==> src/rtl/stepper_phase_monitor_if.sv <==
// Interface bundle for the stepper phase monitor: the observed phase bus and
// clear request going in, the decoded step/door/alarm status coming out.
// The driver/bench side uses the master modport, the monitor uses slave.
interface stepper_phase_monitor_if #(
    parameter int POS_W = 12
);
    logic [3:0]       phase_in;
    logic             clear_pos;
    logic             step_pulse;
    logic             step_dir;
    logic [POS_W-1:0] position;
    logic [1:0]       door_state;
    logic             illegal;
    logic [7:0]       err_count;
    logic             stall;

    modport master (
        output phase_in,
        output clear_pos,
        input  step_pulse,
        input  step_dir,
        input  position,
        input  door_state,
        input  illegal,
        input  err_count,
        input  stall
    );

    modport slave (
        input  phase_in,
        input  clear_pos,
        output step_pulse,
        output step_dir,
        output position,
        output door_state,
        output illegal,
        output err_count,
        output stall
    );
endinterface

==> src/rtl/stepper_phase_monitor.sv <==
// Stepper phase monitor: decodes the 4-bit one-hot coil phase bus of the
// door-lock stepper into step events, direction, absolute position and door
// state, and flags illegal phase sequences.
// Optional stall detection is built only when STALL_DETECT_EN is defined;
// otherwise the stall output is tied low.
module stepper_phase_monitor #(
    parameter int POS_W        = 12,
    parameter int OPEN_STEPS   = 100,
    parameter int STALL_CYCLES = 40000
) (
    input logic                   clk,
    input logic                   reset,
    stepper_phase_monitor_if.slave bus
);
    typedef enum logic [1:0] {
        CLOSED  = 2'd0,
        OPENING = 2'd1,
        OPEN    = 2'd2,
        CLOSING = 2'd3
    } door_t;

    localparam logic [3:0] PHASE_RESET = 4'b1000;

    if (STALL_CYCLES < 1) begin : g_bad_stall_cycles
        $error("STALL_CYCLES must be at least 1");
    end

    door_t            state;
    door_t            state_next;
    logic [3:0]       sync1;
    logic [3:0]       cur;
    logic [3:0]       cur_d;
    logic [3:0]       prev;
    logic             fwd;
    logic             rev;
    logic             bad;
    logic             resync;
    logic             onehot;
    logic             underrun;
    logic             step_evt;
    logic [POS_W-1:0] pos_q;
    logic [POS_W-1:0] pos_step;
    logic             step_pulse_q;
    logic             step_dir_q;
    logic             illegal_q;
    logic [7:0]       err_q;

    // Two-flop synchronizer for the asynchronous phase bus, plus a copy of the
    // previous synchronized sample so each new pattern is judged exactly once.
    always_ff @(posedge clk or posedge reset) begin
        if (reset) begin
            sync1 <= PHASE_RESET;
            cur   <= PHASE_RESET;
            cur_d <= PHASE_RESET;
        end else begin
            sync1 <= bus.phase_in;
            cur   <= sync1;
            cur_d <= cur;
        end
    end

    // Classify a newly arrived pattern against the last accepted phase.
    always_comb begin
        fwd    = 1'b0;
        rev    = 1'b0;
        bad    = 1'b0;
        resync = 1'b0;
        onehot = (cur != 4'b0000) && ((cur & (cur - 4'd1)) == 4'b0000);
        if ((cur != cur_d) && (cur != prev) && (cur != 4'b0000)) begin
            if (cur == {prev[0], prev[3:1]}) begin
                fwd = 1'b1;
            end else if (cur == {prev[2:0], prev[3]}) begin
                rev = 1'b1;
            end else begin
                bad    = 1'b1;
                resync = onehot;
            end
        end
        step_evt = fwd || rev;
        underrun = rev && (state == CLOSED);
    end

    // Position after the decoded step, before any clear request is applied.
    always_comb begin
        pos_step = pos_q;
        if (fwd) begin
            pos_step = pos_q + POS_W'(1);
        end else if (rev) begin
            pos_step = pos_q - POS_W'(1);
        end
    end

    // Door state register.
    always_ff @(posedge clk or posedge reset) begin
        if (reset) begin
            state <= CLOSED;
        end else begin
            state <= state_next;
        end
    end

    // Door state transitions driven by decoded steps and the clear request.
    always_comb begin
        state_next = state;
        if (bus.clear_pos) begin
            state_next = CLOSED;
        end else begin
            case (state)
                CLOSED: begin
                    if (fwd) state_next = OPENING;
                end
                OPENING: begin
                    if (fwd && (pos_step == POS_W'(OPEN_STEPS))) state_next = OPEN;
                    else if (rev) state_next = CLOSING;
                end
                OPEN: begin
                    if (rev) state_next = CLOSING;
                end
                CLOSING: begin
                    if (rev && (pos_step == '0)) state_next = CLOSED;
                    else if (fwd) state_next = OPENING;
                end
                default: state_next = CLOSED;
            endcase
        end
    end

    // Door state output is the state encoding itself.
    always_comb begin
        bus.door_state = state;
    end

    // Last accepted phase: follows legal steps and skipped-phase resyncs only.
    always_ff @(posedge clk or posedge reset) begin
        if (reset) begin
            prev <= PHASE_RESET;
        end else if (step_evt || resync) begin
            prev <= cur;
        end
    end

    // Step, direction, position and alarm outputs, all registered together.
    always_ff @(posedge clk or posedge reset) begin
        if (reset) begin
            step_pulse_q <= 1'b0;
            step_dir_q   <= 1'b1;
            illegal_q    <= 1'b0;
            pos_q        <= '0;
            err_q        <= 8'd0;
        end else begin
            step_pulse_q <= step_evt;
            illegal_q    <= bad || underrun;
            if (fwd) begin
                step_dir_q <= 1'b1;
            end else if (rev) begin
                step_dir_q <= 1'b0;
            end
            pos_q <= bus.clear_pos ? '0 : pos_step;
            if ((bad || underrun) && (err_q != 8'hFF)) begin
                err_q <= err_q + 8'd1;
            end
        end
    end

    assign bus.step_pulse = step_pulse_q;
    assign bus.step_dir   = step_dir_q;
    assign bus.illegal    = illegal_q;
    assign bus.position   = pos_q;
    assign bus.err_count  = err_q;

`ifdef STALL_DETECT_EN
    localparam int STALL_W = $clog2(STALL_CYCLES + 1);

    logic [STALL_W-1:0] stall_cnt;
    logic               stall_q;
    logic               moving;

    assign moving = (state == OPENING) || (state == CLOSING);

    // Count idle cycles while the door is in motion; raise stall at the limit
    // and hold it until the next step or clear request.
    always_ff @(posedge clk or posedge reset) begin
        if (reset) begin
            stall_cnt <= '0;
            stall_q   <= 1'b0;
        end else if (step_evt || bus.clear_pos || !moving) begin
            stall_cnt <= '0;
            if (step_evt || bus.clear_pos) begin
                stall_q <= 1'b0;
            end
        end else if (stall_cnt != STALL_W'(STALL_CYCLES)) begin
            stall_cnt <= stall_cnt + STALL_W'(1);
            if (stall_cnt == STALL_W'(STALL_CYCLES - 1)) begin
                stall_q <= 1'b1;
            end
        end
    end

    assign bus.stall = stall_q;
`else
    assign bus.stall = 1'b0;
`endif
endmodule
==> src/flat_wrapper.sv <==
// flat-port wrapper written by rule: the top's interface ports become plain ports
module stepper_phase_monitor_flat 
#(
    parameter int POS_W        = 12,
    parameter int OPEN_STEPS   = 100,
    parameter int STALL_CYCLES = 40000
)
  (clk, reset, bus_phase_in, bus_clear_pos, bus_step_pulse, bus_step_dir, bus_position, bus_door_state, bus_illegal, bus_err_count, bus_stall);
  stepper_phase_monitor_if #(.POS_W(POS_W)) bus_i ();
  input logic clk;
  input logic reset;
  input wire logic [$bits(bus_i.phase_in)-1:0] bus_phase_in;
  input wire logic [$bits(bus_i.clear_pos)-1:0] bus_clear_pos;
  output wire logic [$bits(bus_i.step_pulse)-1:0] bus_step_pulse;
  output wire logic [$bits(bus_i.step_dir)-1:0] bus_step_dir;
  output wire logic [$bits(bus_i.position)-1:0] bus_position;
  output wire logic [$bits(bus_i.door_state)-1:0] bus_door_state;
  output wire logic [$bits(bus_i.illegal)-1:0] bus_illegal;
  output wire logic [$bits(bus_i.err_count)-1:0] bus_err_count;
  output wire logic [$bits(bus_i.stall)-1:0] bus_stall;
  assign bus_i.phase_in = bus_phase_in;
  assign bus_i.clear_pos = bus_clear_pos;
  assign bus_step_pulse = bus_i.step_pulse;
  assign bus_step_dir = bus_i.step_dir;
  assign bus_position = bus_i.position;
  assign bus_door_state = bus_i.door_state;
  assign bus_illegal = bus_i.illegal;
  assign bus_err_count = bus_i.err_count;
  assign bus_stall = bus_i.stall;
  stepper_phase_monitor #(.POS_W(POS_W), .OPEN_STEPS(OPEN_STEPS), .STALL_CYCLES(STALL_CYCLES)) u_core (.clk(clk), .reset(reset), .bus(bus_i));
endmodule
==> config.mk <==
export PLATFORM = sky130hd
export DESIGN_NAME = stepper_phase_monitor_flat
export DESIGN_NICKNAME = d
export VERILOG_FILES = /design/src/rtl/stepper_phase_monitor_if.sv /design/src/rtl/stepper_phase_monitor.sv /design/src/flat_wrapper.sv
export SDC_FILE = /design/constraint.sdc
export NUM_CORES = 1
export LEC_CHECK = 0
export CAP_MARGIN = 20
export CORE_AREA = 2 2 68 70
export CTS_BUF_LIST = sky130_fd_sc_hd__clkbuf_8
export DETAILED_ROUTE_END_ITERATION = 10
export DIE_AREA = 0 0 70 72
export HOLD_SLACK_MARGIN = 0.12
export PLACE_DENSITY = 0.88
export SYNTH_ARGS = -nofsm -noshare
export SYNTH_HDL_FRONTEND = slang
export SYNTH_SLANG_ARGS = --single-unit
==> constraint.sdc <==
create_clock -name clk -period 2.97 [get_ports clk]
set_input_delay 0.891 -clock clk [delete_from_list [all_inputs] [get_ports clk]]
set_output_delay 0.891 -clock clk [all_outputs]
set_load 0.05 [all_outputs]
Word level (Yosys, flattened, before mapping)
Index checks and enable logic that the tools add are counted.
W data, S select, Z words.

word-level totals
  bits in writable memories = 0
  input bits = 7
  bits in latches = 0
  register bits = 41
  memories = 0
  ROM bits = 0

cells by class
  div/mod/pow operators = 0
  bitwise operators = 1
  $lt $le $gt $ge = 0
  eq/ne operators = 9
  mux-type cells = 22
  shift-type cells = 0
  reduce and logical (&&, ||, !) cells = 15
  $mul = 0
  $add $sub $neg = 4

operators by type and width
  operator                 number
  $mux W12                 3
  $mux W1                  13
  $add A12 B1 Y12 const B  1
  $eq A12 B7 Y1 const B    1
  $logic_not A12 Y1        1
  $sub A12 B1 Y12 const B  1
  $mux W2                  5
  $add A8 B1 Y8 const B    1
  $eq A4 B4 Y1             2
  $ne A4 B4 Y1             2
  $ne A8 B8 Y1 const B     1
  $pmux W2 S4              1
  $logic_and A1 B1 Y1      7
  $and A4 B4 Y4            1
  $eq A2 B2 Y1 const B     2
  $logic_not A4 Y1         1
  $reduce_bool A4 Y1       1
  $sub A4 B1 Y4 const B    1
  $logic_or A1 B1 Y1       3
  $eq A2 B1 Y1 const B     1
  $logic_not A2 Y1         1
  $reduce_bool A2 Y1       1

Depth between registers and ports, before layout
  word-level depth = 11
  gate-level depth with buffers = 10
  depth with buffers taken out = 9

Least setup slack after synthesis
Ideal clock, no wire load.

  kind = flip-flop to flip-flop
  start point = register u_core.pos_q[6] (netlist: u_core.bus.position[6])
  end point = register u_core.state[1] (netlist: u_core.bus.door_state[1])
  setup slack = 0.473 ns
  stages on the path, launching flop included = 10
  data required time = 2.841 ns
  buffers on the path = 1
  data arrival time = 2.368 ns
  cells stage by stage = dfrtp_1 -> buf_2 -> or4_4 -> nor4_2 -> nand4_1 -> a21oi_1 -> xnor2_1 -> nand4_1 -> nor4b_1 -> o22ai_1

on the way
  longest elaborated chain between the ends = 8

ends and longest elaborated chain
  what                                                       line                                                        source
  from (decl)                                                stepper_phase_monitor.sv:41                                 logic [POS_W-1:0] pos_q;
  from (signal assigned)                                     stepper_phase_monitor.sv:158                                pos_q <= bus.clear_pos ? '0 : pos_step;
  $sub A12 B1 Y12                                            stepper_phase_monitor.sv:89                                 pos_step = pos_q - POS_W'(1);
  $mux W12                                                   stepper_phase_monitor.sv:88                                 end else if (rev) begin
  $mux W12 *                                                 stepper_phase_monitor.sv:86                                 if (fwd) begin
  $eq A12 B7 Y1 / $logic_not A12 Y1 (equally long branches)  stepper_phase_monitor.sv:113, stepper_phase_monitor.sv:120
  $logic_and A1 B1 Y1 (on tied branches)                     stepper_phase_monitor.sv:113, stepper_phase_monitor.sv:120
  $mux W2 (on tied branches)                                 stepper_phase_monitor.sv:113, stepper_phase_monitor.sv:120
  $pmux W2 S4 *                                              stepper_phase_monitor.sv:108                                case (state)
  $mux W2 *                                                  stepper_phase_monitor.sv:105                                if (bus.clear_pos) begin
  named net u_core.state_next[1]                             stepper_phase_monitor.sv:29                                 door_t state_next;
  to (signal assigned)                                       stepper_phase_monitor.sv:98                                 state <= state_next;
  to (decl)                                                  stepper_phase_monitor.sv:28                                 door_t state;

Mark *: on every way through the listed nets, which the timed path passes. The rest lies on a longest branch.
A chain may end at the register's enable or synchronous reset.

Final worst setup path
  start point = register u_core.cur[3]
  end point = register u_core.state[1] (netlist: u_core.bus.door_state[1])

on the way
  longest elaborated chain between the ends = 11

ends and longest elaborated chain
  what                                                       line                                                        source
  from (decl)                                                stepper_phase_monitor.sv:31                                 logic [3:0] cur;
  from (signal assigned)                                     stepper_phase_monitor.sv:57                                 cur <= sync1;
  $eq A4 B4 Y1 / $ne A4 B4 Y1 (equally long branches)        stepper_phase_monitor.sv:72, stepper_phase_monitor.sv:69
  $mux W1 / $logic_and A1 B1 Y1 (equally long branches)      stepper_phase_monitor.sv:72, stepper_phase_monitor.sv:69
  $mux W1 / $logic_and A1 B1 Y1 (equally long branches)      stepper_phase_monitor.sv:70, stepper_phase_monitor.sv:69
  $mux W1                                                    stepper_phase_monitor.sv:69                                 if ((cur != cur_d) && (cur != prev) && (cur != 4'b0000)) begin
  $mux W12                                                   stepper_phase_monitor.sv:88
  $mux W12                                                   stepper_phase_monitor.sv:86
  $eq A12 B7 Y1 / $logic_not A12 Y1 (equally long branches)  stepper_phase_monitor.sv:113, stepper_phase_monitor.sv:120
  $logic_and A1 B1 Y1 (on tied branches)                     stepper_phase_monitor.sv:113, stepper_phase_monitor.sv:120
  $mux W2 (on tied branches)                                 stepper_phase_monitor.sv:113, stepper_phase_monitor.sv:120
  $pmux W2 S4 *                                              stepper_phase_monitor.sv:108
  $mux W2 *                                                  stepper_phase_monitor.sv:105
  named net u_core.state_next[1]                             stepper_phase_monitor.sv:29

Marks and branches as above.

==> metrics.md <==
| Metric | Value |
|---|---|
| Status | `finished, final reports clean` |
| Reg clk slew, reported paths | `0.09 ns` |
| Number of I/O pins | `33` |
| #FFs+latches synth | `41` |
| WL final | `5040 um` |
| # diodes | `0` |
| Seq. cell area | `1030 um^2` |
| Sink Count | `41` |
| Crit-path max FO | `10` |
| Routed WL per cell | `16.3 um` |
| CTS H-tree depth | `2` |
| Sequential area share after synthesis | `0.443` |
| R2r startpoint | `u_core.cur[3]` |
| Skew final | `0.00807 ns` |
| Syn Area/Cell | `10.2 um^2` |
| R2R Setup Slk | `0.27 ns` |
| Synthesized Nets | `238` |
| Slew headroom | `0.566` |
| Gpl congestion | `0.949` |
| Fillers | `360` |
| M2 GR Usage | `0.346` |
| Clock latency on the worst-skew pair | `0.30 ns` |
| Via Count | `1,844` |
| Worst setup path class | `reg2reg` |
| Cell area after synthesis | `2330 um^2` |
| DRC viols | `0` |
| Peak supply drop | `0.753 mV` |
| # setup viols final | `0` |
| Worst setup endpoint | `u_core.bus.door_state[1]` |
| R2r endpoint | `u_core.bus.door_state[1]` |
| Die Span Y | `72 um` |
| Worst Max-Slew Pin Slew | `0.645 ns` |
| Largest net degree at the start of global routing | `42` |
| Post-CTS sizing | `0` |
| Minimum clock period | `2.70 ns` |
| Total GRT Usage | `0.216` |
| DPL Wire Length | `3490 um` |
| Final hold violations | `0` |
| Crit path launch | `u_core.cur[3]` |
| Synth area leader | `dfrtp_1` |
| Final ANT Viol Nets | `0` |
| Final setup TNS | `0 ns` |
| # rows | `24` |
| Clock root buffer | `clkbuf_8` |
| Yosys top cell area share | `0.387` |
| Vias per cell | `5.97` |
| Unique masters post-synth | `49` |
| Gr ovfl total | `0` |
| Initial antenna violation count | `0` |
| Hold Crit Class | `reg2reg` |
| TritonCTS clock tree | `done` |
| Syn Inst Count | `228` |
| Clock Path Buffers | `2` |
| Startpoint class of the critical path | `flop` |
| Core ar. | `4260 um^2` |
| Number of CTS-inserted buffers | `5` |
| Synth warn | `0` |
| Pwr dens | `1080 nW/um^2` |
| Number of hold buffers added after CTS | `0` |
| Layout area overhead | `17.3%` |
| Die ar. | `5040 um^2` |
| Reg2reg path depth | `8` |
| P_leak | `1.05 nW` |
| Nets | `266` |
| Period utilization | `0.910` |
| Max Cap Viol | `0` |
| First-pass GRT wire length | `8430 um` |
| Routing usage on met1 | `0.277` |
| Layout cells sized above 1 | `0.132` |
| 1st-iter DRT viols | `235` |
| GRT busiest layer | `met2` |
| Dominant cells by area after synthesis | `dfrtp_1, xnor2_1, dfstp_2, nand4_1, nor2_1` |
| Grt met3 use | `0.0472` |
| Die W | `70 um` |
| Hold slack | `0.356 ns` |
| Max-slew violations | `0` |
| Crit path DAT | `2.88 ns` |
| Critical path data required time | `3.15 ns` |
| Fmax | `370 MHz` |
| RSZ-0062 raised after global routing | `false` |
| Setup crit end kind | `flop` |
| IO Port Bufs | `31` |
| Area of the multi-input gates | `1160 um^2` |
| Vias in the first global route | `1,813` |
| TritonRoute pass-1 iters | `4` |
| Starting density of the core | `0.546` |
[worst min path at each step]
stage	start	to	slack, ns	cells past startpoint
floorplan	u_core.sync1[0]	u_core.cur[0]	0.33	0
global placement	u_core.sync1[1]	u_core.cur[1]	0.33	0
detailed placement	u_core.sync1[1]	u_core.cur[1]	0.34	0
CTS	u_core.sync1[1]	u_core.cur[1]	0.36	0
global route	u_core.sync1[0]	u_core.cur[0]	0.37	0
finish	u_core.sync1[0]	u_core.cur[0]	0.36	0
[registers in the layout, summed over array words and instances, names as in the netlist]
name                   flops
u_core.bus.door_state      2
u_core.bus.err_count       8
u_core.bus.illegal         1
u_core.bus.position       12
u_core.bus.step_dir        1
u_core.bus.step_pulse      1
u_core.cur                 4
u_core.cur_d               4
u_core.prev                4
u_core.sync1               4
[critical path, cell delays in order, from the launching register on]
cell and delay (ns):
dfstp_2 0.65, xnor2_1 0.16, nand4_1 0.37, nand2_1 0.24
a21oi_2 0.11, o32ai_1 0.36, nand4_1 0.21, nor4b_1 0.35
o22ai_1 0.13
[final cells by class]
type,instances,area share
clock buffers,5,0.0252
inverters,6,0.00825
well taps,52,0.0238
flip-flops and latches,41,0.378
multi-input cells,164,0.425
clock inverters,3,0.00687
repair buffers,38,0.133
[power by group]
part | leakage, nW | internal (W) | switching [W]
Combinational | 0.498 | 0.000639 | 0.00100
Clock | 0.0416 | 0.000162 | 0.000204
Sequential | 0.508 | 0.000723 | 0.000225
Total | 1.05 | 0.00152 | 0.00143
[synthesized netlist by cell type, drive strengths merged]
cell type,n
a31oi,1
and3,5
o21ai,8
o21a,1
nor4b,1
o22ai,1
conb,1
nand3,8
o32ai,1
a311oi,1
dfstp,5
nand3b,1
a22oi,1
a221oi,1
xor2,6
nor2,21
nand2,8
buf,14
nor3b,2
or4,1
inv,6
nand4,18
o31a,1
nor2b,2
a21oi,12
a41oi,1
or3,2
nand4b,1
a211oi,1
nor4,5
xnor2,31
and4,4
ha,3
a32oi,1
and2,1
dfrtp,36
a22o,1
clkbuf,3
nor3,5
mux2,6
[placed cells by master, fill, tap and decap left out, types with 6 or more instances in the layout]
cell,netlist,final
a21oi_1,11,11
buf_4,5,7
clkdlybuf4s50_1,0,31
dfrtp_1,36,36
inv_1,6,7
nand2_1,7,7
nand3_1,8,8
nand4_1,18,18
nor2_1,21,21
o21ai_0,7,7
xnor2_1,31,31
xor2_1,6,6
[kinds of logic (layout without fill, tap and decap cells)]
kind of cell / Yosys count / count (layout) / share of synthesized area
simple gates: 85 / 85 / 0.212
flops: 41 / 41 / 0.443
xor+xnor: 37 / 37 / 0.139
compound gates: 32 / 32 / 0.0994
buf+inv: 23 / 52 / 0.0580
mux: 6 / 6 / 0.0306
fa+ha+maj: 3 / 3 / 0.0161
other cells: 1 / 1 / 0.00161
[metal layers]
metal | part of all wire | routed length (um)
met4 | 0.026 | 129
met2 | 0.48 | 2390
met3 | 0.076 | 384
met1 | 0.42 | 2130
met5 | 0 | 0
[metrics by stage]
stage               instance area (um^2)  instances  total power (W)   util  setup WS, ns
finish                              2730        309          0.00295  0.641         0.269
global route                        2730        309          0.00312  0.641        0.0536
CTS                                 2720        308          0.00294  0.639         0.280
detailed placement                  2640        300          0.00257  0.618         0.280
global placement                    2640        300          0.00254  0.618         0.363
floorplan                           2330        228          0.00214      -         0.473
[what timing repair did]
action                                  4_1_cts  5_1_grt
endpoints found under the setup margin        0        1
endpoints found under the hold margin         0        0
buffers inserted                              0        1
Note: power is estimated with default switching activity, not from simulation.
